**src/rtl/approx_umul_pipe_if.sv**
```systemverilog
// Operand/result handshake bundle for approx_umul_pipe.
// The slave side is the multiplier; the master side is the surrounding tile.
interface approx_umul_pipe_if #(
  parameter int W     = 8,
  parameter int CNT_W = 16
);
  logic             in_valid;
  logic             in_ready;
  logic [W-1:0]     x;
  logic [W-1:0]     y;
  logic             approx;
  logic             out_valid;
  logic             out_ready;
  logic [2*W-1:0]   prod;
  logic             prod_approx;
  logic [CNT_W-1:0] txn_count;

  modport master (
    output in_valid, x, y, approx, out_ready,
    input  in_ready, out_valid, prod, prod_approx, txn_count
  );

  modport slave (
    input  in_valid, x, y, approx, out_ready,
    output in_ready, out_valid, prod, prod_approx, txn_count
  );
endinterface

```
**src/rtl/approx_umul_pipe.sv**
```systemverilog
// Three-stage approximate/exact unsigned multiplier: operand register, paired-row
// half-adder arrays, final sum. One global advance enable moves the whole pipe.

// One half-adder array combining partial-product rows 2K and 2K+1.
// Column col holds row 2K bit x[col-2K] and row 2K+1 bit x[col-2K-1].
module ha_row #(
  parameter int W      = 8,
  parameter int ELIM_W = 6,
  parameter int K      = 0
) (
  input  logic [W-1:0]   x,
  input  logic           y0,
  input  logic           y1,
  input  logic           approx,
  output logic [2*W-1:0] sum,
  output logic [2*W-1:0] carry
);
  logic [2*W-2:0] s, c;

  // The top column never holds a live bit in any array, so only 2W-1 columns exist.
  for (genvar col = 0; col < 2*W-1; col++) begin : g_col
    localparam int IA = col - 2*K;
    localparam int IB = col - 2*K - 1;
    localparam bit MASKABLE = (col < ELIM_W);
    logic a, b, keep;

    assign keep = !(MASKABLE && approx);

    if (IA >= 0 && IA < W) begin : g_a
      assign a = x[IA] & y0 & keep;
    end else begin : g_na
      assign a = 1'b0;
    end

    if (IB >= 0 && IB < W) begin : g_b
      assign b = x[IB] & y1 & keep;
    end else begin : g_nb
      assign b = 1'b0;
    end

    assign s[col] = a ^ b;
    assign c[col] = a & b;
  end

  assign sum   = {1'b0, s};
  assign carry = {c, 1'b0};
endmodule

module approx_umul_pipe #(
  parameter int W      = 8,
  parameter int ELIM_W = 6,
  parameter int CNT_W  = 16
) (
  input  logic clk,
  input  logic rst_n,
  approx_umul_pipe_if.slave bus
);
  localparam int NA = W / 2;

  logic                     adv;
  logic [3:1]               vld_pipe;
  logic [W-1:0]             x_s1, y_s1;
  logic                     ap_s1, ap_s2, ap_s3;
  logic [NA-1:0][2*W-1:0]   sum_c, car_c, sum_s2, car_s2;
  logic [2*W-1:0]           total, prod_s3;
  logic [CNT_W-1:0]         cnt;

  assign adv             = bus.out_ready | ~vld_pipe[3];
  assign bus.in_ready    = adv;
  assign bus.out_valid   = vld_pipe[3];
  assign bus.prod        = prod_s3;
  assign bus.prod_approx = ap_s3;
  assign bus.txn_count   = cnt;

  for (genvar k = 0; k < NA; k++) begin : g_arr
    ha_row #(.W(W), .ELIM_W(ELIM_W), .K(k)) u_ha (
      .x      (x_s1),
      .y0     (y_s1[2*k]),
      .y1     (y_s1[2*k+1]),
      .approx (ap_s1),
      .sum    (sum_c[k]),
      .carry  (car_c[k])
    );
  end

  always_comb begin
    total = '0;
    for (int k = 0; k < NA; k++) total = total + sum_s2[k] + car_s2[k];
  end

  // Bubbles shift with the data; valid bits alone mark which slots are live.
  always_ff @(posedge clk or negedge rst_n) begin
    if (!rst_n) begin
      vld_pipe <= '0;
      x_s1     <= '0;
      y_s1     <= '0;
      ap_s1    <= 1'b0;
      sum_s2   <= '0;
      car_s2   <= '0;
      ap_s2    <= 1'b0;
      prod_s3  <= '0;
      ap_s3    <= 1'b0;
    end else if (adv) begin
      vld_pipe <= {vld_pipe[2:1], bus.in_valid};
      x_s1     <= bus.x;
      y_s1     <= bus.y;
      ap_s1    <= bus.approx;
      sum_s2   <= sum_c;
      car_s2   <= car_c;
      ap_s2    <= ap_s1;
      prod_s3  <= total;
      ap_s3    <= ap_s2;
    end
  end

  always_ff @(posedge clk or negedge rst_n) begin
    if (!rst_n)                          cnt <= '0;
    else if (vld_pipe[3] & bus.out_ready) cnt <= cnt + 1'b1;
  end
endmodule

```
**src/flat_wrapper.sv**
```systemverilog
// flat-port wrapper written by rule: the top's interface ports become plain ports
module approx_umul_pipe_flat 
#(
  parameter int W      = 8,
  parameter int ELIM_W = 6,
  parameter int CNT_W  = 16
)
  (clk, rst_n, bus_in_valid, bus_x, bus_y, bus_approx, bus_out_ready, bus_in_ready, bus_out_valid, bus_prod, bus_prod_approx, bus_txn_count);
  approx_umul_pipe_if #(.W(W), .CNT_W(CNT_W)) bus_i ();
  input  logic clk;
  input  logic rst_n;
  input wire logic [$bits(bus_i.in_valid)-1:0] bus_in_valid;
  input wire logic [$bits(bus_i.x)-1:0] bus_x;
  input wire logic [$bits(bus_i.y)-1:0] bus_y;
  input wire logic [$bits(bus_i.approx)-1:0] bus_approx;
  input wire logic [$bits(bus_i.out_ready)-1:0] bus_out_ready;
  output wire logic [$bits(bus_i.in_ready)-1:0] bus_in_ready;
  output wire logic [$bits(bus_i.out_valid)-1:0] bus_out_valid;
  output wire logic [$bits(bus_i.prod)-1:0] bus_prod;
  output wire logic [$bits(bus_i.prod_approx)-1:0] bus_prod_approx;
  output wire logic [$bits(bus_i.txn_count)-1:0] bus_txn_count;
  assign bus_i.in_valid = bus_in_valid;
  assign bus_i.x = bus_x;
  assign bus_i.y = bus_y;
  assign bus_i.approx = bus_approx;
  assign bus_i.out_ready = bus_out_ready;
  assign bus_in_ready = bus_i.in_ready;
  assign bus_out_valid = bus_i.out_valid;
  assign bus_prod = bus_i.prod;
  assign bus_prod_approx = bus_i.prod_approx;
  assign bus_txn_count = bus_i.txn_count;
  approx_umul_pipe #(.W(W), .ELIM_W(ELIM_W), .CNT_W(CNT_W)) u_core (.clk(clk), .rst_n(rst_n), .bus(bus_i));
endmodule
```
**config.mk**
```make
export PLATFORM = sky130hd
export DESIGN_NAME = approx_umul_pipe_flat
export DESIGN_NICKNAME = d
export VERILOG_FILES = /design/src/rtl/approx_umul_pipe_if.sv /design/src/rtl/approx_umul_pipe.sv /design/src/flat_wrapper.sv
export SDC_FILE = /design/constraint.sdc
export NUM_CORES = 1
export LEC_CHECK = 0
export CAP_MARGIN = 30
export CORE_MARGIN = 5
export CORE_UTILIZATION = 60
export CTS_CLUSTER_DIAMETER = 80
export DETAILED_ROUTE_END_ITERATION = 10
export HOLD_SLACK_MARGIN = 0.05
export PLACE_DENSITY = 0.8
export SYNTH_ARGS = -nofsm -noshare
export SYNTH_HDL_FRONTEND = slang
export SYNTH_HIERARCHICAL = 1
export SYNTH_SLANG_ARGS = --single-unit
```
**constraint.sdc**
```tcl
create_clock -name clk -period 5.8 [get_ports clk]
set_clock_uncertainty 0.1 [all_clocks]
set_input_delay 1.74 -clock clk [delete_from_list [all_inputs] [get_ports clk]]
set_output_delay 1.74 -clock clk [all_outputs]
set_load 0.1 [all_outputs]
```
==> results_dict.tcl <==
set metrics [dict create \
    status "finished, final reports clean" \
    dieArea_um2 21400 \
    cts_buffers 17 \
    finalWorstSetupSlack_ps 930 \
    core_um2 18100 \
    arrival_ps 3030 \
    whs_ps 365 \
    cp-start-kind "input pin" \
    ctsHtreeMaxLevel 4 \
    grt_pass1_vias 7596 \
    crit_path_max_incr_delay_ps 580 \
    worst_setup_path_end_kind "output pin" \
    crit_chain "clkdlybuf4s50_1 > nor2b_4 > inv_6 > buf_12" \
    avgViaCountPerCell 4.96 \
    fin_crit_sh_pct 84.0 \
    path_clk_slew_ps 70 \
    r2r_start "u_core/sum_s2[50]$_DFFE_PN0P_" \
    insertion_delay_ps 430 \
    stdcell_area_um2 12200 \
    layout-drive-gt1-share_pct 4.13 \
    synth_common_cells "321 x nand2_1, 189 x inv_1, 182 x dfrtp_1" \
    synthMostInstantiatedCell "nand2_1" \
    place_hpwl_um 14400 \
    crit_slowest_cell "clkdlybuf4s50_1" \
    vias 7264 \
    cts_max_path_buffers 2 \
    synth_seq_cells 182 \
    tritoncts "yes" \
    ys.flop_type "dfrtp_1" \
    die_w_um 146 \
    start_util_pct 61.5 \
    antenna_cells 0 \
    fin_tns_setup_ps 0 \
    nets 1377 \
    numPortBuffers 55 \
    rows 49 \
    routed_wirelength_um 20900 \
    num-fill-cells 1403 \
    place_congestion 0.811 \
    synth_edf_count 0 \
    setup_viol 0 \
    startpoint "bus_out_ready" \
    yosys_warnings 6 \
    grt_overflow_total 0 \
    wl_per_cell_um 14.3 \
    async_flop_share_pct 100 \
    holdBufCountCts 0 \
    synth_top_area_share_pct 40.9 \
    yosysTopAreaCell "dfrtp_1" \
    drt-initial-drc-count 564 \
    critPathKind "input pin to output pin" \
    synthesis.area_um2 11100 \
    postSynthCellCount 1195 \
    drc 0 \
    antenna_found_initial 0 \
    required_ps 3960 \
    post-place-ws_ps 903 \
    post_cts_resized 0 \
    synth_cell_types 45 \
    first_pass_iters 6 \
    clock.fmax_mhz 205 \
    avgSynthCellArea_um2 9.31 \
    hp-start "u_core/bus.prod[1]$_DFFE_PN0P_" \
    hold-path-cell-count 2 \
    gr-usage-all-layers_pct 20.8 \
    die_h_um 146 \
    grt_pass1_wl_um 36300 \
    grt_max_degree 96 \
    crit_path_max_fanout 84 \
    antenna_left 0 \
    cap_violations 0 \
    io_pins 56 \
    cts_root_buffer "clkbuf_16" \
    hold_class "flip-flop to flip-flop" \
    synth-seq-area-share_pct 40.9 \
    reg2reg_depth 16 \
    relSlewSlack_pct 32.7 \
    cts_setup_buffers 0 \
    cts_sinks 182 \
    dpl_cell_area_um2 11600 \
    rsz0062_at_grt "false" \
    slew_viol_final 0 \
    fin_crit_ps 4870 \
    netlist_top_cells_area "dfrtp_1 41%, fa_1 16%, nand2_1 11%" \
    areaGrowthSynthToFinish_pct 9.54 \
    hold_viol_final 0 \
    tightest_slew_ps 1010 \
]
## cell type report
| type | count | area (um^2) | share of cell area [%] |
|---|---|---|---|
| multi-input combinational | 774 | 5400 | 44.3 |
| sequential | 182 | 4550 | 37.4 |
| inverter | 189 | 714 | 5.86 |
| timing repair buffer | 60 | 632 | 5.18 |
| clock buffer | 17 | 425 | 3.49 |
| tap | 229 | 287 | 2.35 |
| clock inverter | 14 | 174 | 1.43 |
## flip-flops by register name, summed over array words and instances, names as in the netlist
name and cells:
u_core/bus.prod 16, u_core/vld_pipe 3, u_core/car_s2 64, u_core/bus.txn_count 16, u_core/ap_s1 1, u_core/ap_s2 1
u_core/x_s1 8, u_core/sum_s2 64, u_core/y_s1 8, u_core/bus.prod_approx 1
## worst paths after layout
check | endpoint | slack (ps)
worst min register to register | u_core/bus.prod[1]$_DFFE_PN0P_ | 360
min in group asynchronous | u_core/car_s2[53]$_DFFE_PN0P_ | 1280
worst min-delay path | u_core/bus.prod[1]$_DFFE_PN0P_ | 360
worst max register to register | u_core/bus.prod[14]$_DFFE_PN0P_ | 1020
max in group asynchronous | u_core/sum_s2[44]$_DFFE_PN0P_ | 3350
worst max-delay path | bus_in_ready | 930
## layout by cell type (no fill, tap or decap), types with 2 or more instances in the layout
cell,n
buf_12,2
clkdlybuf4s50_1,53
inv_6,5
and2_2,6
xnor2_1,27
nand4_1,3
a21o_1,2
inv_1,188
conb_1,64
nor3b_1,2
nand2_1,321
fa_1,87
ha_1,45
clkinvlp_4,4
o21a_1,2
dfrtp_1,182
and2_1,37
and3_1,2
nand3_1,8
o21bai_1,2
o211ai_1,2
and3b_1,20
o22ai_1,2
xor2_1,11
clkbuf_16,17
a21oi_1,14
clkinv_2,2
o21ai_0,84
buf_4,3
bufinv_16,3
nor2_1,15
## worst max-delay path: cells and delay by family
| kind | cells | cell delay [ps] |
|---|---|---|
| buffers and inverters | 3 | 1190 |
| AND/OR/NAND/NOR | 1 | 80 |
## metal layers
metal | global-route usage [%] | vias up | part of all wire, %
met3 | 4.12 | 37 | 4.3
met1 | 27.2 | 3539 | 42
met2 | 35.5 | 149 | 51
met4 | 6.35 | 0 | 1.9
li1 | - | 3539 | -
met5 | 0 | - | 0
## metrics by stage
step	util, %	cells
floorplan	-	1255
global placement	63.9	1433
detailed placement	64.1	1434
CTS	67.4	1465
global route	67.4	1465
finish	67.4	1465
## logic make-up after synthesis
| logic type | count (synthesis) | synth area share [%] |
|---|---|---|
| and+or+nand+nor | 423 | 16.7 |
| adders and majority gates | 132 | 20.7 |
| other | 4 | 0.135 |
| AOI/OAI and AO/OA | 115 | 5.68 |
| muxes | 2 | 0.191 |
| DFF | 182 | 40.9 |
| xor gates and xnor gates | 38 | 2.99 |
| buffers and inverters | 299 | 12.6 |
Power is not shown: default switching activity piles up to over one toggle a cycle in this logic, so the estimate is an artifact.
